===== config.mk =====
export PLATFORM = sky130hd
export DESIGN_NAME = mandel_scheduler
export DESIGN_NICKNAME = d
export VERILOG_FILES = /design/src/rtl/mandel_pkg.sv /design/src/rtl/mandel_rr_arb.sv /design/src/rtl/mandel_scheduler.sv
export SDC_FILE = /design/constraint.sdc
export NUM_CORES = 1
export LEC_CHECK = 0
export ABC_CLOCK_PERIOD_IN_PS = 8600
export CORE_ASPECT_RATIO = 0.5
export CORE_MARGIN = 5
export CORE_UTILIZATION = 39
export DETAILED_ROUTE_END_ITERATION = 10
export DONT_BUFFER_PORTS = 1
export HOLD_SLACK_MARGIN = 0.1
export PLACE_DENSITY = 0.62
export SYNTH_ARGS = -nofsm -noshare
export SYNTH_HDL_FRONTEND = slang
export SYNTH_SLANG_ARGS = --single-unit

===== constraint.sdc =====
create_clock -name clk -period 8.6 [get_ports clk]
set_input_delay 1.72 -clock clk [delete_from_list [all_inputs] [get_ports clk]]
set_output_delay 1.72 -clock clk [all_outputs]
set_load 0.005 [all_outputs]

===== src/rtl/mandel_pkg.sv =====
// Shared types for the mandelbrot frame scheduler.
//   slot_state_t  : per-engine slot lifecycle (FREE -> RUNNING -> PENDING -> FREE)
//   sched_state_t : frame sequencer states (IDLE -> RUN -> DRAIN -> IDLE)
//   pix_t         : pixel result payload {addr, iter}. It is sized for the largest supported
//                   configuration; users take the low ADDRW/ITERW bits.
package mandel_pkg;

    localparam int unsigned PIX_ADDRW = 32;
    localparam int unsigned PIX_ITERW = 16;

    typedef enum logic [1:0] {
        FREE    = 2'd0,
        RUNNING = 2'd1,
        PENDING = 2'd2
    } slot_state_t;

    typedef enum logic [1:0] {
        IDLE  = 2'd0,
        RUN   = 2'd1,
        DRAIN = 2'd2
    } sched_state_t;

    typedef struct packed {
        logic [PIX_ADDRW-1:0] addr;
        logic [PIX_ITERW-1:0] iter;
    } pix_t;

endpackage


===== src/rtl/mandel_rr_arb.sv =====
// N-wide round-robin arbiter. The search starts at the slot after the last grant.
//   clk, rst_n : clock, asynchronous active-low reset
//   req        : one bit per requester
//   grant_c    : one-hot grant (combinational); the priority pointer advances whenever it is non-zero
module mandel_rr_arb #(
    parameter int unsigned N = 4
) (
    input  logic         clk,
    input  logic         rst_n,
    input  logic [N-1:0] req,
    output logic [N-1:0] grant_c
);

    localparam int unsigned IW = (N > 1) ? $clog2(N) : 1;

    logic [IW-1:0] last;
    logic [IW-1:0] next_last_c;

    // Scan N positions starting at last+1 and take the first requester.
    always_comb begin
        int  idx;
        logic found;
        grant_c     = '0;
        next_last_c = last;
        found       = 1'b0;
        idx         = 0;
        for (int i = 1; i <= int'(N); i++) begin
            idx = (int'(last) + i) % int'(N);
            if (!found && req[IW'(idx)]) begin
                grant_c[IW'(idx)] = 1'b1;
                next_last_c       = IW'(idx);
                found             = 1'b1;
            end
        end
    end

    // Reset to the top slot so the first search begins at slot 0.
    always_ff @(posedge clk or negedge rst_n) begin
        if (!rst_n) begin
            last <= IW'(N - 1);
        end else if (|grant_c) begin
            last <= next_last_c;
        end
    end

endmodule


===== src/rtl/mandel_scheduler.sv =====
// Frame-level sequencer for CORES mandelbrot engines: walks the H_RES x V_RES grid, dispatches one
// pixel coordinate per cycle to the lowest free engine, collects iteration counts (any order) and
// streams {addr, iter} results over a valid/ready port.
//   frame_start/re_start/im_start/step : frame configuration, sampled in IDLE
//   busy, frame_done                   : frame status (frame_done is a 1-cycle pulse)
//   core_start/core_re/core_im         : one-hot dispatch plus shared coordinate bus
//   core_done/core_iter                : per-engine completion and iteration count
//   pix_valid/pix_ready/pix_addr/pix_iter : result stream
// Optional macro MANDEL_SCHED_PERF_EN adds frame_cycles and pix_stall counters.
module mandel_scheduler
    import mandel_pkg::*;
#(
    parameter int unsigned CORES    = 4,
    parameter int unsigned FP_WIDTH = 25,
    parameter int unsigned FP_INT   = 4,
    parameter int unsigned ITERW    = 8,
    parameter int unsigned H_RES    = 320,
    parameter int unsigned V_RES    = 180,
    parameter int unsigned ADDRW    = $clog2(H_RES * V_RES)
) (
    input  logic                   clk,
    input  logic                   rst_n,
    input  logic                   frame_start,
    input  logic [FP_WIDTH-1:0]    re_start,
    input  logic [FP_WIDTH-1:0]    im_start,
    input  logic [FP_WIDTH-1:0]    step,
    output logic                   busy,
    output logic                   frame_done,
    output logic [CORES-1:0]       core_start,
    output logic [FP_WIDTH-1:0]    core_re,
    output logic [FP_WIDTH-1:0]    core_im,
    input  logic [CORES-1:0]       core_done,
    input  logic [CORES*ITERW-1:0] core_iter,
    output logic                   pix_valid,
    input  logic                   pix_ready,
    output logic [ADDRW-1:0]       pix_addr,
    output logic [ITERW-1:0]       pix_iter
`ifdef MANDEL_SCHED_PERF_EN
    ,
    output logic [31:0]            frame_cycles,
    output logic [31:0]            pix_stall
`endif
);

    localparam int unsigned XW = (H_RES > 1) ? $clog2(H_RES) : 1;
    localparam int unsigned KW = (CORES > 1) ? $clog2(CORES) : 1;
    localparam logic [ADDRW-1:0] LAST_ADDR = ADDRW'(H_RES * V_RES - 1);
    localparam logic [XW-1:0]    LAST_X    = XW'(H_RES - 1);
    // Integer-bit count is informational only; no arithmetic depends on it.
    localparam int unsigned unused_fp_int = FP_INT;

    sched_state_t        state;
    slot_state_t         slot_st   [CORES];
    logic [ADDRW-1:0]    slot_addr [CORES];
    logic [ITERW-1:0]    slot_iter [CORES];
    logic [FP_WIDTH-1:0] re_base, step_q, re_cur, im_cur;
    logic [XW-1:0]       x;
    logic [ADDRW-1:0]    addr_cur;
    pix_t                out_q;
    logic [KW-1:0]       out_slot;

    logic                start_c, disp_c, accept_c, all_free_after_c;
    logic [CORES-1:0]    free_c, pend_req_c, grant_c;
    logic [KW-1:0]       disp_idx_c, grant_idx_c;
    logic [FP_WIDTH-1:0] re_c, im_c, base_c, step_c;
    logic [XW-1:0]       x_c;
    logic [ADDRW-1:0]    addr_c;
    logic                unused_bits;

    // Results are offered only while the output register is empty.
    mandel_rr_arb #(.N(CORES)) u_arb (
        .clk     (clk),
        .rst_n   (rst_n),
        .req     (pend_req_c),
        .grant_c (grant_c)
    );

    // Dispatch selection; frame_start in IDLE dispatches pixel (0,0) straight from the inputs.
    always_comb begin
        start_c          = (state == IDLE) && frame_start;
        accept_c         = pix_valid && pix_ready;
        free_c           = '0;
        pend_req_c       = '0;
        disp_idx_c       = '0;
        grant_idx_c      = '0;
        all_free_after_c = 1'b1;
        for (int k = 0; k < int'(CORES); k++) begin
            free_c[k]     = (slot_st[k] == FREE);
            pend_req_c[k] = !pix_valid && (slot_st[k] == PENDING);
            if ((slot_st[k] != FREE) && !(accept_c && (out_slot == KW'(k)))) begin
                all_free_after_c = 1'b0;
            end
            if (grant_c[k]) begin
                grant_idx_c = KW'(k);
            end
        end
        for (int k = int'(CORES) - 1; k >= 0; k--) begin
            if (free_c[k]) begin
                disp_idx_c = KW'(k);
            end
        end
        disp_c = (start_c || (state == RUN)) && (|free_c);
        re_c   = start_c ? re_start : re_cur;
        im_c   = start_c ? im_start : im_cur;
        base_c = start_c ? re_start : re_base;
        step_c = start_c ? step     : step_q;
        x_c    = start_c ? '0       : x;
        addr_c = start_c ? '0       : addr_cur;
    end

    // Sequencer, coordinate generator, slot table and output register.
    always_ff @(posedge clk or negedge rst_n) begin
        if (!rst_n) begin
            state      <= IDLE;
            busy       <= 1'b0;
            frame_done <= 1'b0;
            core_start <= '0;
            core_re    <= '0;
            core_im    <= '0;
            re_base    <= '0;
            step_q     <= '0;
            re_cur     <= '0;
            im_cur     <= '0;
            x          <= '0;
            addr_cur   <= '0;
            pix_valid  <= 1'b0;
            out_q      <= '0;
            out_slot   <= '0;
            for (int k = 0; k < int'(CORES); k++) begin
                slot_st[k]   <= FREE;
                slot_addr[k] <= '0;
                slot_iter[k] <= '0;
            end
        end else begin
            frame_done <= 1'b0;
            core_start <= '0;

            // Done pulses only count for slots that are actually waiting on an engine.
            for (int k = 0; k < int'(CORES); k++) begin
                if (core_done[k] && (slot_st[k] == RUNNING)) begin
                    slot_st[k]   <= PENDING;
                    slot_iter[k] <= core_iter[k*ITERW +: ITERW];
                end
            end

            if (accept_c) begin
                slot_st[out_slot] <= FREE;
                pix_valid         <= 1'b0;
            end

            if (|grant_c) begin
                pix_valid  <= 1'b1;
                out_q.addr <= PIX_ADDRW'(slot_addr[grant_idx_c]);
                out_q.iter <= PIX_ITERW'(slot_iter[grant_idx_c]);
                out_slot   <= grant_idx_c;
            end

            case (state)
                IDLE: begin
                    if (frame_start) begin
                        state   <= RUN;
                        busy    <= 1'b1;
                        re_base <= re_start;
                        step_q  <= step;
                    end
                end
                RUN: ;
                DRAIN: begin
                    if (all_free_after_c) begin
                        state      <= IDLE;
                        busy       <= 1'b0;
                        frame_done <= 1'b1;
                    end
                end
                default: state <= IDLE;
            endcase

            // Dispatch after the state case so the last pixel's move to DRAIN takes effect.
            if (disp_c) begin
                core_start[disp_idx_c] <= 1'b1;
                core_re                <= re_c;
                core_im                <= im_c;
                slot_st[disp_idx_c]    <= RUNNING;
                slot_addr[disp_idx_c]  <= addr_c;
                addr_cur               <= addr_c + ADDRW'(1);
                if (x_c == LAST_X) begin
                    x      <= '0;
                    re_cur <= base_c;
                    im_cur <= im_c - step_c;
                end else begin
                    x      <= x_c + XW'(1);
                    re_cur <= re_c + step_c;
                    im_cur <= im_c;
                end
                if (addr_c == LAST_ADDR) begin
                    state <= DRAIN;
                end
            end
        end
    end

    assign pix_addr    = out_q.addr[ADDRW-1:0];
    assign pix_iter    = out_q.iter[ITERW-1:0];
    assign unused_bits = ^{out_q.addr[PIX_ADDRW-1:ADDRW], out_q.iter[PIX_ITERW-1:ITERW]};

`ifdef MANDEL_SCHED_PERF_EN
    // Frame cycle and output back-pressure counters, cleared when a frame starts.
    always_ff @(posedge clk or negedge rst_n) begin
        if (!rst_n) begin
            frame_cycles <= '0;
            pix_stall    <= '0;
        end else if (start_c) begin
            frame_cycles <= '0;
            pix_stall    <= '0;
        end else begin
            if (busy) begin
                frame_cycles <= frame_cycles + 32'd1;
            end
            if (pix_valid && !pix_ready) begin
                pix_stall <= pix_stall + 32'd1;
            end
        end
    end
`endif

endmodule


==> results.txt <==
----------------------------------------------------
[Floorplan]
  Cell row count ... 54
  Die footprint ... just under 0.05 mm2
  Ports ... 196
  Starting Density ... a little under 40%
  Placeable core area ... ~0.043 mm2
  Die Span Y ... approximately 160 um
  Die outline width ... 305 um

[Synthesis]
  Area fraction in compound gates after synthesis ... between 10% and 20%
  Synth Area in Simple Gates ... between 10% and 20%
  Largest family of logic cells by synthesized area ... simple AND/OR/NAND/NOR gates
  Number of synthesized register bits ... between 300 and 400
  Asr flop ratio synth ... 100%
  Post-Syn Area per Cell ... 8.95 um2
  Sequential share of the synthesized area ... a little under half
  Top FF cell, synth ... sky130_fd_sc_hd__dfrtp_1
  Mapped Nets ... between 2000 and 2500
  Post-synth EDFFs ... 0
  Post-synthesis instance area ... around 0.017 mm2
  Post-synthesis share of cell area spent on xor and xnor gates ... 2.83%
  Number of cells produced by synthesis ... roughly 1900
  Adder-cell area share of the yosys netlist ... between 4 and 5%
  Netlist cell types ... between 80 and 90
  Proportion of synthesized area in mux cells ... 5.73%
  Synth warnings ... 0

[GRT]
  Total congestion overflow ... 0
  Total global routing track utilization ... between 10% and 20%
  Global-route wire length before repair ... 70600 um
  Largest net degree at the start of global routing ... between 300 and 400
  Via count of the first global-routing pass ... approximately 12000
  Initial antenna violation count ... 1

[Power]
  Overall power consumption ... ~7200 uW
  Leak pwr ... 0.00890 uW
  Worst voltage drop across the vdd grid ... about 0.27 mV
  Pwr Density ... slightly below 400 mW/mm2

[Clocking]
  Number of buffers inserted by post-CTS setup repair ... 0
  TritonCTS clock tree ... built
  Number of buffers between clock root and the deepest sink ... 3
  Clock tree root buffer cell ... sky130_fd_sc_hd__clkbuf_16
  Clock H-tree levels ... 2
  Clock slew at reported path FFs ... 0.06 ns
  Post-cts resize count ... 0
  Later-pin clock latency in the skew report ... around 0.53 ns
  TritonCTS buffer count ... 34
  Sink count of the clock tree ... between 300 and 400
  Number of buffers inserted by hold repair at cts ... 0

[Timing]
  Post-route setup TNS ... 0 ns
  Hold_ws ... around 0.47 ns
  Unrepaired setup endpoints after global routing ... false
  Tmin final ... 5.41 ns
  Number of endpoints with negative hold slack in the final report ... 0
  Tcrit/Tclk final ... a little over three fifths
  Slew Limit Fails ... 0
  Clock skew after layout ... approximately 0.021 ns
  Finish-stage setup viols ... 0
  Max frequency ... approximately 0.18 GHz
  Worst-case headroom to the max-slew limit ... approximately 23%
  Transition time at the pin with the least slew margin ... roughly 1.2 ns

[Critical path]
  Category of the worst setup path launch point ... primary input
  Setup slack of the worst register-to-register path ... a little under 4 ns
  Top Family by Delay on Critical Path ... simple AND/OR/NAND/NOR gates
  Worst-case reg-to-reg path depth ... 16
  Critical Path Sink Type ... register
  Source of the worst register-to-register timing path ... state[1]$_DFF_PN0_
  Delay of the slowest critical-path stage ... 0.62 ns
  Crit path buf inv count ... 2
  Slowest cell on the critical path ... sky130_fd_sc_hd__or3b_4
  Crit-path max FO ... 36
  Classification of the worst setup path ... primary input to register
  Arrival time of data at the critical path endpoint ... about 5.8 ns
  List of cells traversed by the critical path ... or3b_4 > buf_4 > nand2_1 > nand2_1 > inv_1 > ha_1 > a211oi_1 > nor2_1 > or4b_1 > and3_1 > o31ai_2 > a21oi_1 > o41ai_1 > o21ai_1 > xnor2_1 > o21ai_1
  Worst Path Required ... roughly 9.0 ns
  FF-to-FF End ... im_cur[23]$_DFFE_PN0P_

[Route]
  Count of routing violations after the opening detailed-route iteration ... 935
  DR vias ... around 13000
  Routed WL per cell ... between 15 and 20 um
  ANT nets after route ... 0
  First-pass iteration count of the detailed router ... 5
  Number of vias per cell ... around 5.2
  Routed Wire Length ... between 40000 and 50000 um
  Post-route DRC ... 0

[Final layout]
  Layout overhead on the synthesized area ... 9.24%
  Count of non-filler cells in the finished layout ... about 2500
  Most common library cell in the layout ignoring fill and taps ... sky130_fd_sc_hd__nand2_1
  Layout cell share with drive strength beyond 1 ... 8.34%
  Leading cell types in the layout, fill and taps excluded ... sky130_fd_sc_hd__nand2_1 (438), sky130_fd_sc_hd__dfrtp_1 (314), sky130_fd_sc_hd__o21ai_0 (201), sky130_fd_sc_hd__nor2_1 (147), sky130_fd_sc_hd__a21oi_1 (95)
  Filler cells ... ~4200
  NumNets Final ... slightly above 2000

[Hold path]
  Worst Hold Launch ... im_cur[11]$_DFFE_PN0P_
  Class of the most critical hold timing path ... register to register
  Hold path endpoint ... im_cur[11]$_DFFE_PN0P_
  Count of cells along the worst hold path ... 2

[Place]
  Post-detail-place hpwl ... 29800 um
  Count of placed standard cells including taps ... around 2400
  Gp weighted congestion ... about 0.84
  I/O Buffers ... 0

[Outcome]
  Run status ... complete, no violations

[Run]
  Max-cap viol count ... 0

----------------------------------------------------
[worst max-delay path by stage]
stage           startpoint                      to  slack, ns  cells after the start
3_5_place_dp   frame_start  im_cur[23]$_DFFE_PN0P_       2.68                     16
3_3_place_gp   frame_start  im_cur[23]$_DFFE_PN0P_       2.71                     16
5_1_grt        frame_start  im_cur[23]$_DFFE_PN0P_       2.88                     16
2_1_floorplan  frame_start  im_cur[23]$_DFFE_PN0P_       2.69                     18
6_report       frame_start  im_cur[23]$_DFFE_PN0P_       3.19                     16
4_1_cts        frame_start  im_cur[23]$_DFFE_PN0P_       3.23                     16
[where the power goes]
group,internal (uW),switching (uW)
Clock,849,624
Sequential,2000,365
Combinational,1360,2010
[synthesized netlist by cell type (4+ instances only)]
cell type | count | area share [%]
sky130_fd_sc_hd__a211oi_1 | 5 | 0.22
sky130_fd_sc_hd__or3_1 | 27 | 0.99
sky130_fd_sc_hd__a21oi_1 | 95 | 2.8
sky130_fd_sc_hd__and2_1 | 9 | 0.33
sky130_fd_sc_hd__nand4_1 | 7 | 0.26
sky130_fd_sc_hd__mux2i_1 | 52 | 3.1
sky130_fd_sc_hd__inv_1 | 74 | 1.6
sky130_fd_sc_hd__nand2b_1 | 5 | 0.18
sky130_fd_sc_hd__buf_6 | 5 | 0.33
sky130_fd_sc_hd__and3_1 | 13 | 0.48
sky130_fd_sc_hd__o22ai_1 | 4 | 0.15
sky130_fd_sc_hd__or2_2 | 4 | 0.15
sky130_fd_sc_hd__mux2_2 | 37 | 2.4
sky130_fd_sc_hd__nor3_1 | 23 | 0.68
sky130_fd_sc_hd__a21o_1 | 19 | 0.84
sky130_fd_sc_hd__or3b_1 | 6 | 0.31
sky130_fd_sc_hd__dfrtp_1 | 314 | 46
sky130_fd_sc_hd__o211ai_1 | 7 | 0.31
sky130_fd_sc_hd__nand2_1 | 438 | 9.7
sky130_fd_sc_hd__buf_1 | 9 | 0.20
sky130_fd_sc_hd__clkbuf_1 | 71 | 1.6
sky130_fd_sc_hd__nor2b_1 | 9 | 0.33
sky130_fd_sc_hd__nand3_1 | 26 | 0.76
sky130_fd_sc_hd__nand3b_1 | 11 | 0.49
sky130_fd_sc_hd__a221oi_1 | 7 | 0.36
sky130_fd_sc_hd__buf_2 | 6 | 0.18
sky130_fd_sc_hd__nor2_1 | 148 | 3.3
sky130_fd_sc_hd__o31ai_1 | 7 | 0.31
sky130_fd_sc_hd__o21bai_1 | 8 | 0.35
sky130_fd_sc_hd__ha_1 | 56 | 4.1
sky130_fd_sc_hd__xnor2_1 | 34 | 1.8
sky130_fd_sc_hd__o21ai_0 | 201 | 5.9
sky130_fd_sc_hd__a31oi_1 | 40 | 1.5
sky130_fd_sc_hd__o21a_1 | 11 | 0.49
sky130_fd_sc_hd__a221oi_2 | 20 | 1.8
sky130_fd_sc_hd__xor2_1 | 21 | 1.1
[logic make-up after synthesis]
| kind of cell | Yosys count |
|---|---|
| muxes | 91 |
| DFF | 316 |
| and+or+nand+nor | 747 |
| xor gates and xnor gates | 55 |
| AOI/OAI and AO/OA | 464 |
| buffers and inverters | 169 |
| adders and majority gates | 59 |
[worst reg2reg max path: cells and delay by family, from the launching register on]
kind	cells	cell delay (ns)
DFF	1	0.47
AOI/OAI and AO/OA	6	1.37
and+or+nand+nor	6	1.69
xor gates and xnor gates	1	0.16
adders and majority gates	1	0.24
buffers and inverters	2	0.60
[layout make-up]
type | count | area (um2) | share of cell area, %
Multi-Input combinational cell | 1416 | 8430 | 45.4
Sequential cell | 316 | 7910 | 42.6
Tap cell | 588 | 736 | 3.96
Timing Repair Buffer | 17 | 128 | 0.687
Clock buffer | 49 | 967 | 5.20
Antenna cell | 1 | 2.50 | 0.0135
Inverter | 74 | 278 | 1.49
Clock inverter | 11 | 133 | 0.714
[registers in the layout (all words and copies together) (netlist names)]
signal      cells
core_re        25
slot_iter      32
step_q         25
u_arb.last      2
re_base        25
pix_iter        8
core_im        25
slot_st         8
pix_addr       16
state           2
frame_done      1
x               9
core_start      4
im_cur         25
slot_addr      64
out_slot        2
re_cur         25
busy            1
addr_cur       16
pix_valid       1
[through the flow]
stage	util (%)	setup WS (ns)	cell area (um2)
4_1_cts	42.9	3.23	18600
3_3_place_gp	40.4	2.71	17500
2_1_floorplan	-	2.69	17000
3_5_place_dp	40.4	2.68	17500
6_report	42.9	3.19	18600
5_1_grt	42.9	2.88	18600
[metal layers]
metal	vias to the layer above	share of wire, %	track usage, %
met5	-	0	0
met4	0	1.8	3.87
met3	48	4.6	3.48
met2	198	46	29.7
met1	6184	47	25.1
li1	6502	-	-
No activity file was read; power rests on OpenSTA's default activity.
